**config.mk**
```make
export PLATFORM = sky130hd
export DESIGN_NAME = s_term_cfg_loopback
export DESIGN_NICKNAME = d
export VERILOG_FILES = /design/src/rtl/s_term_cfg_loopback.sv
export SDC_FILE = /design/constraint.sdc
export NUM_CORES = 1
export LEC_CHECK = 0
export CORE_AREA = 2 2 108 110
export DETAILED_ROUTE_END_ITERATION = 6
export DIE_AREA = 0 0 110 112
export MAX_ROUTING_LAYER = met4
export PLACE_DENSITY = 0.84
export SLEW_MARGIN = 20
export SYNTH_ARGS = -nofsm -noshare
export SYNTH_HDL_FRONTEND = slang
export SYNTH_SLANG_ARGS = --single-unit
```
**constraint.sdc**
```tcl
create_clock -name UserCLK -period 3 [get_ports UserCLK]
set_clock_uncertainty 0.2 [all_clocks]
set_input_delay 0.45 -clock UserCLK [delete_from_list [all_inputs] [get_ports UserCLK]]
set_output_delay 0.45 -clock UserCLK [all_outputs]
set_load 0.02 [all_outputs]
```
**src/rtl/s_term_cfg_loopback.sv**
```systemverilog
// s_term_cfg_loopback: south terminal tile with configurable loopback.
// Each N_BEG channel is driven from one of four S_END buses. The channel is
// either a combinational path or a one-cycle registered path. Configuration
// frames are captured into a shadow store and copied to the active store in
// one step after the strobe burst ends.
//
// Ports:
//   UserCLK       tile clock, rising edge
//   resetn        asynchronous active-low reset
//   S_END         four source buses; bus b = S_END[b*WIRES +: WIRES]
//   N_BEG         loopback outputs, one per channel
//   FrameData     configuration word
//   FrameStrobe   per-frame write strobes (level)
//   FrameStrobe_O strobes forwarded up the column, STROBE_PIPE cycles late
//   UserCLKo      forwarded clock
//   cfg_busy      high while a burst is open or a commit is pending
module s_term_cfg_loopback #(
  parameter int unsigned WIRES           = 16,
  parameter int unsigned MaxFramesPerCol = 20,
  parameter int unsigned FrameBitsPerRow = 32,
  parameter int unsigned STROBE_PIPE     = 1
) (
  input  logic                       UserCLK,
  input  logic                       resetn,
  input  logic [4*WIRES-1:0]         S_END,
  output logic [WIRES-1:0]           N_BEG,
  input  logic [FrameBitsPerRow-1:0] FrameData,
  input  logic [MaxFramesPerCol-1:0] FrameStrobe,
  output logic [MaxFramesPerCol-1:0] FrameStrobe_O,
  output logic                       UserCLKo,
  output logic                       cfg_busy
);

  localparam int unsigned NCB = 3 * WIRES;
  localparam int unsigned NF  = (NCB + FrameBitsPerRow - 1) / FrameBitsPerRow;

  typedef enum logic [1:0] {
    IDLE   = 2'd0,
    WRITE  = 2'd1,
    COMMIT = 2'd2
  } state_t;

  state_t           state_q, state_d;
  logic [NCB-1:0]   shadow_q, shadow_d;
  logic [NCB-1:0]   active_q, active_d;
  logic [WIRES-1:0] chan_q, chan_d;
  logic [WIRES-1:0] src_act;
  logic [WIRES-1:0] reg_en;
  logic             act;

  // Per-channel bus selection using the sel fields of cfg.
  function automatic logic [WIRES-1:0] route(input logic [NCB-1:0]     cfg,
                                             input logic [4*WIRES-1:0] buses);
    logic [WIRES-1:0] r;
    r = '0;
    for (int unsigned i = 0; i < WIRES; i++) begin
      case (cfg[3*i +: 2])
        2'd0:    r[i] = buses[i];
        2'd1:    r[i] = buses[WIRES + i];
        2'd2:    r[i] = buses[2*WIRES + i];
        default: r[i] = buses[3*WIRES + i];
      endcase
    end
    return r;
  endfunction

  assign act = |FrameStrobe[NF-1:0];

  // Config bit n lives in frame n / FrameBitsPerRow, so the flat vector
  // is the frames concatenated; bits past NCB are never stored.
  always_comb begin
    shadow_d = shadow_q;
    for (int unsigned n = 0; n < NCB; n++) begin
      if (FrameStrobe[n / FrameBitsPerRow]) shadow_d[n] = FrameData[n % FrameBitsPerRow];
    end
  end

  always_comb begin
    state_d  = state_q;
    active_d = active_q;
    case (state_q)
      IDLE:    if (act) state_d = WRITE;
      WRITE:   if (!act) state_d = COMMIT;
      COMMIT: begin
        // Commit takes the pre-edge shadow even if a new burst starts now.
        active_d = shadow_q;
        state_d  = act ? WRITE : IDLE;
      end
      default: state_d = IDLE;
    endcase
  end

  // The channel register samples through the select that will be active
  // after this edge, so a sel change on commit never shows the old bus.
  always_comb begin
    src_act = route(active_q, S_END);
    chan_d  = route(active_d, S_END);
    for (int unsigned i = 0; i < WIRES; i++) reg_en[i] = active_q[3*i + 2];
    N_BEG = (reg_en & chan_q) | (~reg_en & src_act);
  end

  always_ff @(posedge UserCLK or negedge resetn) begin
    if (!resetn) begin
      state_q  <= IDLE;
      shadow_q <= '0;
      active_q <= '0;
      chan_q   <= '0;
    end else begin
      state_q  <= state_d;
      shadow_q <= shadow_d;
      active_q <= active_d;
      chan_q   <= chan_d;
    end
  end

  assign cfg_busy = (state_q != IDLE);
  assign UserCLKo = UserCLK;

  if (STROBE_PIPE == 0) begin : g_nopipe
    assign FrameStrobe_O = FrameStrobe;
  end else begin : g_pipe
    logic [MaxFramesPerCol-1:0] pipe_q [STROBE_PIPE];
    logic [MaxFramesPerCol-1:0] pipe_d [STROBE_PIPE];

    always_comb begin
      pipe_d[0] = FrameStrobe;
      for (int unsigned s = 1; s < STROBE_PIPE; s++) pipe_d[s] = pipe_q[s-1];
    end

    always_ff @(posedge UserCLK or negedge resetn) begin
      if (!resetn) begin
        for (int unsigned s = 0; s < STROBE_PIPE; s++) pipe_q[s] <= '0;
      end else begin
        for (int unsigned s = 0; s < STROBE_PIPE; s++) pipe_q[s] <= pipe_d[s];
      end
    end

    assign FrameStrobe_O = pipe_q[STROBE_PIPE-1];
  end

endmodule

```
==> flow_metrics.tcl <==
set metrics [dict create \
    synth_seq_cells 134 \
    grt_use_total_pct 21.34 \
    utilization_pct 72.29 \
    ff2ff_setup_slack_ns 0.93 \
    synth.avg_cell_area_um2 16.62 \
    ant_nets 0 \
    ys_warn_count 0 \
    required_ns 2.35 \
    status "complete, no violations" \
    dr.pass1.iters 4 \
    fin_nets 633 \
    hold_violations 0 \
    synth-seq-area-share_pct 58.84 \
    pin_count 156 \
    tightestPinTransition_ns 0.9211 \
    cellPowerDensity_nw_per_um2 804.2 \
    startpoint "UserCLK" \
    finalMaxSlewViolations 0 \
    grt_first_pass_wirelength_um 18960 \
    final_layout_size_suffix_gt1_share_pct 29.41 \
    overflow 0 \
    start_kind "clock port" \
    post-cts-setup-buffers 0 \
    die_y_um 112 \
    start_util_pct 51.00 \
    rsz0062_at_grt "false" \
    setup_viol 0 \
    power_mw 6.496 \
    r2r-start "state_q[0]" \
    syn-cell-area_um2 5699 \
    place_area_um2 7361 \
    synthCells 343 \
    antenna_cells 0 \
    port-buffer-count 155 \
    nFillCells 766 \
    dieArea_um2 12320 \
    relSlewSlack_pct 38.59 \
    min_from "FrameStrobe[18]" \
    vias 3508 \
    arrival_ns 2.28 \
    wl_per_cell_um 17.81 \
    clk_pin_slew_ns 0.06 \
    die_x_um 110 \
    num_rows 39 \
    maxCapViolCount 0 \
    cp-end-kind "output port" \
    dp_hpwl_um 7938 \
    wirelength_um 11930 \
    grt_pass1_vias 3967 \
    grt_max_degree 82 \
    netlist-cell-type-count 17 \
    antenna_found_initial 0 \
    tritoncts "yes" \
    path_class "clock port to output port" \
    setup-tns-final_ns 0 \
    syn_to_final_growth_pct 41.73 \
    gp_congestion 0.7903 \
    drt_iter0_drc 100 \
    fin_area_um2 8078 \
    clock_latency_ns 0.52 \
    ir_worst_vdd_uv 656.3 \
    core_area_um2 11170 \
    hp-class "input port to register" \
    syn_nets 461 \
    cp_max_fo 2 \
    drc 0 \
    cellLeakagePower_nw 3.506 \
    vias_per_cell 5.236 \
]
-- final timing paths --
kind / cells after the start / to
worst max-delay path: 3 / UserCLKo
worst min-delay path: 1 / FrameStrobe_O[18]
worst max register to register: 5 / chan_q[9]
worst min register to register: 1 / state_q[1]
max in group asynchronous: 3 / shadow_q[34]
min in group asynchronous: 2 / FrameStrobe_O[11]
-- cells in the final DEF (no fill, tap or decap), types with 4 or more instances in the layout --
cell	instances
mux2i_1	64
mux2_4	15
clkinv_2	4
clkbuf_16	20
clkdlybuf4s50_1	153
bufinv_16	4
dfrtp_1	134
clkbuf_8	4
mux2_2	81
inv_1	16
buf_4	6
mux4_2	16
-- metrics by stage --
stage	std cells	hold WS (ns)	setup slack [ns]
after floorplan	343	-0.04559	0.7160
after global placement	635	0.2616	0.1727
after detailed placement	635	0.2919	0.1607
after CTS	670	0.1508	0.06744
after global routing	670	0.1511	0.02374
final	670	0.1670	0.07386
-- cells in the mapped netlist --
cell	instances	area share, %
buf_6	1	0.20
a21oi_1	1	0.088
buf_2	5	0.44
mux2i_1	64	11
dfrtp_1	134	59
buf_8	1	0.26
buf_12	2	0.70
nor2_1	1	0.066
mux2_4	15	4.0
mux2_2	81	16
inv_1	16	1.1
buf_4	2	0.26
clkbuf_1	1	0.066
nor4b_1	1	0.15
nor2b_4	1	0.24
or2_2	1	0.11
mux4_2	16	6.3
-- cells by family (layout without fill, tap and decap cells) --
logic type	count (synthesis)	in the layout	synth area share, %
muxes	176	176	37.52
DFF	134	134	58.84
buffers and inverters	28	212	2.985
and+or+nand+nor	4	4	0.5708
AOI/OAI and AO/OA	1	1	0.08773
-- state kept, by name, summed over array words and instances, names as in the netlist --
signal / cells
FrameStrobe_O: 20
active_q: 48
chan_q: 16
shadow_q: 48
state_q: 2
-- where the power goes --
part | leakage [nW] | internal (mW) | total (mW) | switching [mW]
logic | 1.57 | 1.00 | 1.65 | 0.646
clock network | 0.353 | 1.66 | 2.42 | 0.760
registers | 1.59 | 2.20 | 2.43 | 0.230
total | 3.51 | 4.86 | 6.50 | 1.64
-- routing by layer --
metal | vias up | share of wire [%] | wire [um] | GRT usage, %
met4 | 0 | 1.3 | 150 | 8.354
met2 | 113 | 52 | 6210 | 35.54
met3 | 21 | 5.9 | 707 | 6.265
met5 | - | 0 | 0 | -
met1 | 1789 | 41 | 4866 | 23.89
li1 | 1585 | - | - | -
-- what timing repair did --
action / in CTS / in global routing
hold buffers: 1 / 0
endpoints found under the hold margin: 78 / 0
resized for setup: 0 / 0
-- layout make-up --
type                            count  area, um^2  area share [%]
Clock buffer                       26       569.3           7.048
Timing Repair Buffer              161        1593           19.72
Tap cell                          143       178.9           2.215
Multi-Input combinational cell    181        2176           26.94
Clock inverter                      9       147.6           1.828
Sequential cell                   134        3353           41.51
Inverter                           16       60.06          0.7435
-- worst max-delay path, cell delays in order --
cell and delay [ns]:
clkbuf_16 0.12, clkbuf_16 0.13, clkdlybuf4s50_1 0.53
Note: power is estimated with default switching activity, not from simulation.
